[config.mk]
export PLATFORM = sky130hd
export DESIGN_NAME = cpu_run_ctrl
export DESIGN_NICKNAME = d
export VERILOG_FILES = /design/src/rtl/cpu_run_ctrl.sv
export SDC_FILE = /design/constraint.sdc
export NUM_CORES = 1
export LEC_CHECK = 0
export ABC_CLOCK_PERIOD_IN_PS = 1700
export CAP_MARGIN = 0
export CORE_AREA = 2 2 61 63
export DETAILED_ROUTE_END_ITERATION = 16
export DIE_AREA = 0 0 63 65
export GPL_TIMING_DRIVEN = 0
export MAX_ROUTING_LAYER = met4
export PLACE_DENSITY = 0.73
export SKIP_LAST_GASP = 1
export SLEW_MARGIN = 40
export SYNTH_ARGS = -nofsm -noshare
export SYNTH_HDL_FRONTEND = slang
export SYNTH_SLANG_ARGS = --single-unit
[constraint.sdc]
create_clock -name clk -period 1.7 [get_ports clk]
set_input_delay 0.17 -clock clk [delete_from_list [all_inputs] [get_ports clk]]
set_output_delay 0.17 -clock clk [all_outputs]
set_load 0.02 [all_outputs]
[src/rtl/cpu_run_ctrl.sv]
// Run controller for CPU cores: holds core resets, releases them staggered, then
// times the run until every core halts (or any core, with CPU_RUN_CTRL_ANY_HALT_EN) or the budget expires.
module cpu_run_ctrl #(
  parameter int N_CORES    = 1,
  parameter int RST_CYCLES = 2,
  parameter int STAGGER    = 0,
  parameter int MAX_CYCLES = 25,
  parameter int CNT_W      = 16
) (
  input  logic               clk,
  input  logic               rst,
  input  logic               start,
  input  logic [N_CORES-1:0] halt_in,
  output logic [N_CORES-1:0] core_rst_n,
  output logic               running,
  output logic               done,
  output logic               timeout,
  output logic [CNT_W-1:0]   cycle_count,
  output logic [N_CORES-1:0] halted_mask,
  output logic [2:0]         fsm_state
);

  // Handshake: start is a level sampled only in IDLE or DONE; done is a level that
  // stays high (with timeout/cycle_count/halted_mask frozen) until the next sampled start.
  typedef enum logic [2:0] {IDLE, RESET, RELEASE, RUN, DONE} state_t;

  localparam int REL_MAX = (N_CORES - 1) * STAGGER;
  localparam int REL_W   = (REL_MAX > 0) ? $clog2(REL_MAX + 1) : 1;
  localparam int HOLD_W  = $clog2(RST_CYCLES + 1);
  localparam logic [63:0]      BUDGET_LAST = 64'(MAX_CYCLES) - 64'd1;
  localparam logic [CNT_W-1:0] CNT_MAX     = {CNT_W{1'b1}};

  state_t               state_q, state_d;
  logic [HOLD_W-1:0]    hold_q, hold_d;
  logic [REL_W-1:0]     rel_q, rel_d;
  logic [N_CORES-1:0]   crn_d, mask_d;
  logic [CNT_W-1:0]     cnt_d;
  logic                 to_d;
  logic                 halt_hit;
  int                   rel_next;

  always_comb begin
    state_d  = state_q;
    hold_d   = hold_q;
    rel_d    = rel_q;
    crn_d    = core_rst_n;
    cnt_d    = cycle_count;
    mask_d   = halted_mask;
    to_d     = timeout;
    halt_hit = 1'b0;
    rel_next = int'(rel_q) + 1;
    case (state_q)
      IDLE, DONE: begin
        if (start) begin
          state_d = RESET;
          hold_d  = HOLD_W'(RST_CYCLES);
          cnt_d   = '0;
          mask_d  = '0;
          to_d    = 1'b0;
        end
      end
      RESET: begin
        if (hold_q == HOLD_W'(1)) begin
          state_d = RELEASE;
          rel_d   = '0;
          for (int i = 0; i < N_CORES; i++) crn_d[i] = (i * STAGGER == 0);
        end else begin
          hold_d = hold_q - 1'b1;
        end
      end
      RELEASE: begin
        // The last core rose on the previous edge: one settled cycle, then RUN.
        if (core_rst_n[N_CORES-1]) begin
          state_d = RUN;
        end else begin
          rel_d = REL_W'(rel_next);
          for (int i = 0; i < N_CORES; i++) begin
            if (i * STAGGER <= rel_next) crn_d[i] = 1'b1;
          end
        end
      end
      RUN: begin
        cnt_d  = (cycle_count == CNT_MAX) ? cycle_count : cycle_count + 1'b1;
        mask_d = halted_mask | halt_in;
`ifdef CPU_RUN_CTRL_ANY_HALT_EN
        halt_hit = |mask_d;
`else
        halt_hit = &mask_d;
`endif
        // Halt is checked first so a halt on the last budget cycle is not a timeout.
        if (halt_hit) begin
          state_d = DONE;
          to_d    = 1'b0;
        end else if ((MAX_CYCLES != 0) && (64'(cycle_count) == BUDGET_LAST)) begin
          state_d = DONE;
          to_d    = 1'b1;
        end
      end
      default: state_d = IDLE;
    endcase
    if ((state_d != RELEASE) && (state_d != RUN)) crn_d = '0;
  end

  always_ff @(posedge clk) begin
    if (!rst) begin
      state_q     <= IDLE;
      hold_q      <= '0;
      rel_q       <= '0;
      core_rst_n  <= '0;
      running     <= 1'b0;
      done        <= 1'b0;
      timeout     <= 1'b0;
      cycle_count <= '0;
      halted_mask <= '0;
    end else begin
      state_q     <= state_d;
      hold_q      <= hold_d;
      rel_q       <= rel_d;
      core_rst_n  <= crn_d;
      running     <= (state_d == RUN);
      done        <= (state_d == DONE);
      timeout     <= to_d;
      cycle_count <= cnt_d;
      halted_mask <= mask_d;
    end
  end

  assign fsm_state = state_q;

endmodule

## Word level (Yosys, flattened, before mapping)

Cells that the tools add are included.
Widths: inputs -> output; s select.

- $add $sub $neg: 3
- Order comparisons: 1
- Eq/ne operators: 17
- Muxes and demuxes: 24
- Bitwise operators: 2
- Reductions and logical operators: 13

Operators with widths:

| cell | count |
|---|---|
| $mux 16 | 2 |
| $pmux 16 s2 | 1 |
| $add 16x1->16 const B | 1 |
| $eq 16x16->1 const B | 1 |
| $eq 16x5->1 const B | 1 |
| $mux 3 | 5 |
| $pmux 3 s4 | 1 |
| $reduce_and 3->1 | 4 |
| $ne 2x2->1 const B | 5 |
| $eq 3x2->1 const B | 3 |
| $mux 1 | 8 |
| $pmux 1 s2 | 4 |
| $eq 3x3->1 const B | 2 |
| $ne 3x2->1 const B | 2 |
| $reduce_bool 2->1 | 3 |
| $mux 2 | 2 |
| $pmux 2 s2 | 1 |
| $reduce_and 2->1 | 2 |
| $reduce_or 2->1 | 2 |
| $eq 3x1->1 const B | 1 |
| $logic_not 3->1 | 1 |
| $ne 3x3->1 const B | 1 |
| $add 1x1->2 const B | 1 |
| $eq 2x1->1 const B | 1 |
| 5 further kinds | 5 |

- Bits in registers: 27
- Input bits: 4
- Output and inout port bits: 24
- Logic and storage cells: 69

## Longest topological paths before layout

- Depth in word-level cells: 7
- Gate-level depth with buffers: 7
- Depth with buffers taken out: 6

## Worst setup path before layout

Ideal clock, no wire load.

- Path kind: flip-flop to flip-flop
- Start: register cycle_count[0]
- End: register cycle_count[5]
- Library setup time: 72 ps
- Arrival time: 1722 ps
- Data required time: 1628 ps
- Setup slack: -93 ps
- Stages on the path, launching flop included: 7
- Buffers on the path: 1
- Clock period less this slack: 1793 ps
- Path through: dfxtp_1 > ha_1 > and2_1 > and3_1 > clkbuf_2 > a2111oi_2 > mux2i_1

- Longest elaborated chain between the ends: 3
- Elaborated cells on any way between the ends: 6
- Those cells by class: add/sub: 1; eq/ne: 2; mux: 2; reduce/logical: 1

RTL lines:

| item | RTL line | RTL |
|---|---|---|
| start: declaration | 18 | `output logic [CNT_W-1:0] cycle_count,` |
| start signal: assignment | 123 | `cycle_count <= cnt_d;` |
| $add 16x1->16 or $eq 16x16->1 (tied branches) | 83 | `cnt_d = (cycle_count == CNT_MAX) ? cycle_count : cycle_count + 1'b1;` |
| $mux 16 or $ne 2x2->1 (tied branches) | n/a |  |
| $pmux 16 s2 or $reduce_and 3->1 (tied branches) | n/a |  |

Several ways; a longest one is shown, not always the timed one. The select of a mux whose other input is x is not followed.
A chain may end at the register's enable or synchronous reset.

## Worst setup path after layout

- Start: register cycle_count[0]
- End: register timeout

- Longest elaborated chain between the ends: 3

RTL lines:

| item | RTL line | RTL |
|---|---|---|
| $eq 16x5->1 | 94 | `end else if ((MAX_CYCLES != 0) && (64'(cycle_count) == BUDGET_LAST)) begin` |
| $ne 3x3->1 (no source line) | n/a |  |
| $reduce_and 3->1 (no source line) | n/a |  |
| end signal: assignment | 122 | `timeout <= to_d;` |
| end: declaration | 17 | `output logic timeout,` |

No other way between the ends.

==> results.cfg <==
[layout]
fin_cells = 257
final_core_util = 0.592
drive_above_1_share = 0.287
fill_cells = 324
layout_commonest_cell = clkdlybuf4s50_1
final_cell_mix = 26 x clkdlybuf4s50_1, 18 x nand2_1, 16 x buf_4
diodes = 0
area_growth_syn_to_layout_pct = 38.6
fin_nets = 217

[global_route]
grt_pass1_vias = 1376
grt-busiest-layer = met2
use_met2 = 0.347
gr-usage-met3 = 0.0260
antenna_found_initial = 0
grt.total_usage = 0.209
grt_pass1_wl_um = 6580
grt_max_degree = 15
grtUsageMet1 = 0.259
grt_overflow_total = 0

[clocking]
htree_levels = 1
clk_pin_slew_ps = 150
cts.sinks = 26
postCtsHoldBufs = 0
cts_buffers = 3
cts_tree = yes
root_buffer = clkbuf_4
clock_latency_ps = 340
clk_path_buf_depth = 2

[power]
peakVddDrop_mv = 0.235
p_leak_uw = 0.000678
power_per_cell_area_nw_per_um2 = 539

[placed_design]
gp_congestion = 0.823
io_buffers = 26
post-place-cells = 240
dp_hpwl_um = 2730

[floorplan]
start_util = 0.427
row_count = 22
die_x_um = 63
die_area_um2 = 4100
io_pins = 28
core_um2 = 3500
die_y_um = 65

[min_path]
min_to = hold_q[1]
whs_path_depth = 3
min_path_type = in2reg
worstHoldStart = rst

[routing]
drc = 0
routed_wirelength_um = 4030
viasPerCell = 5.75
dr.pass1.iters = 4
avgRoutedWirePerCell_um = 15.7
detailroute.via_count = 1478
postRouteAntennaNets = 0
first_iter_violations = 41

[logic_synthesis]
synth_edf_count = 0
synth_cells = 166
synth_cell_types = 54
synth.avg_cell_area_um2 = 9.00
synth_seq_area_share = 0.348
netlist_area_um2 = 1490
synthFlopType = dfxtp_1
synth_nets = 173
async_reset_ff_frac = 0
synth_seq_cells = 26
synth_warnings = 0

[setup_path]
crit_slowest_cell = or4_1
critical_path_class = reg2reg
cp-startpoint = cycle_count[0]
r2r_cells = 6
cp.required_ps = 1980
timing.rr.start = cycle_count[0]
slowest_delay_ps = 540
crit_path_start_kind = flip-flop
end_kind = flip-flop
worstPathCellList = inv_4, ha_4, nor4b_4, nand4_1, or4_1, a21boi_1
arrival_ps = 1940
ff2ff_setup_slack_ps = 40
worstPathMaxFanout = 5
reg2reg_to = timeout

[sta]
slew_viol_final = 0
fin_worst_skew_ps = 3.91
fin_crit_sh = 0.976
relSlewSlack = 0.744
tightest_slew_ps = 384
timing.final.hold_violations = 0
setup_viol = 0
rsz0062_at_grt = yes
clock.fmax_mhz = 603
period_needed_ps = 1660

[flow_run]
drv_cap = 0

[outcome]
status = complete, no violations
how the worst max path moves through the flow:
| stage | slack (ps) | end | depth (start not counted) |
|---|---|---|---|
| after floorplan | 20 | cycle_count[12] | 6 |
| after global placement | -300 | cycle_count[10] | 5 |
| after detailed placement | -300 | cycle_count[10] | 5 |
| after CTS | 10 | cycle_count[8] | 7 |
| after global routing | -10 | timeout | 6 |
| final | 40 | timeout | 6 |
metrics by stage:
stage | total power, uW | TNS, ps | instance area, um^2 | worst slack (ps) | hold WS [ps]
after floorplan | 737 | 0 | 1510 | 24.3 | 353
after global placement | 772 | -2420 | 1830 | -298 | 455
after detailed placement | 780 | -2600 | 1830 | -298 | 467
after CTS | 1100 | 0 | 1920 | 10.6 | 223
after global routing | 1170 | -50.8 | 2070 | -13.1 | 246
final | 1120 | 0 | 2070 | 40.4 | 232
registers in the layout, summed over array words and instances (netlist names):
name	count
done	1
running	1
halted_mask	1
hold_q	2
cycle_count	16
core_rst_n	1
timeout	1
fsm_state	3
cells by family after synthesis:
| logic type | after synthesis | share of synthesized area |
|---|---|---|
| simple gates | 77 | 0.326 |
| compound gates | 42 | 0.209 |
| flops | 26 | 0.348 |
| buf+inv | 11 | 0.0452 |
| mux | 7 | 0.0469 |
| fa+ha+maj | 3 | 0.0251 |
final cells by class:
cell class	instances	area (um^2)	area share
Buffer	7	60.1	0.0290
Tap cell	48	60.1	0.0290
Timing Repair Buffer	40	369	0.178
Multi-Input combinational cell	129	982	0.474
Sequential cell	26	547	0.264
Clock buffer	4	36.3	0.0175
Inverter	3	16.3	0.00785
cells in the mapped netlist, types with 3 or more instances:
master	number	area, um^2
a211oi_1	3	22.5
a21oi_1	11	55.1
and2_1	3	18.8
and3_1	3	18.8
dfxtp_1	26	521
ha_1	3	37.5
inv_1	3	11.3
mux2i_1	7	70.1
nand2_1	18	67.6
nand2b_1	8	50.1
nand3_1	6	30.0
nand4_1	3	18.8
nor2_1	4	15.0
nor3_1	3	15.0
nor4_1	5	31.3
nor4b_1	3	26.3
o21a_1	3	22.5
o21ai_0	6	30.0
o31ai_1	3	22.5
or4_1	3	22.5
metal layers:
layer / up-vias / share of wire / wire (um)
met5: - / 0 / 0
met4: 0 / 0.021 / 85
met3: 9 / 0.030 / 120
met2: 28 / 0.50 / 2020
met1: 725 / 0.45 / 1800
li1: 716 / - / -
where the power goes:
group | internal (uW) | leakage (uW) | switching, uW
clock network | 131 | 0.0000210 | 201
logic | 73.2 | 0.000440 | 87.7
registers | 616 | 0.000218 | 7.56
what timing repair did:
item	CTS	global route
setup buffers	5	9
endpoints found under the setup margin	14	22
gates resized for setup	7	29
pin swaps	3	10
critical path, delay by kind of cell, from the launching register on:
family	cells	cell delay (ps)
flip-flops	1	400
AO/OA/AOI/OAI	1	120
AND/OR/NAND/NOR	3	910
adder cells (fa/ha/maj)	1	120
buffers and inverters	1	60
Note: power is estimated with default switching activity, not from simulation.
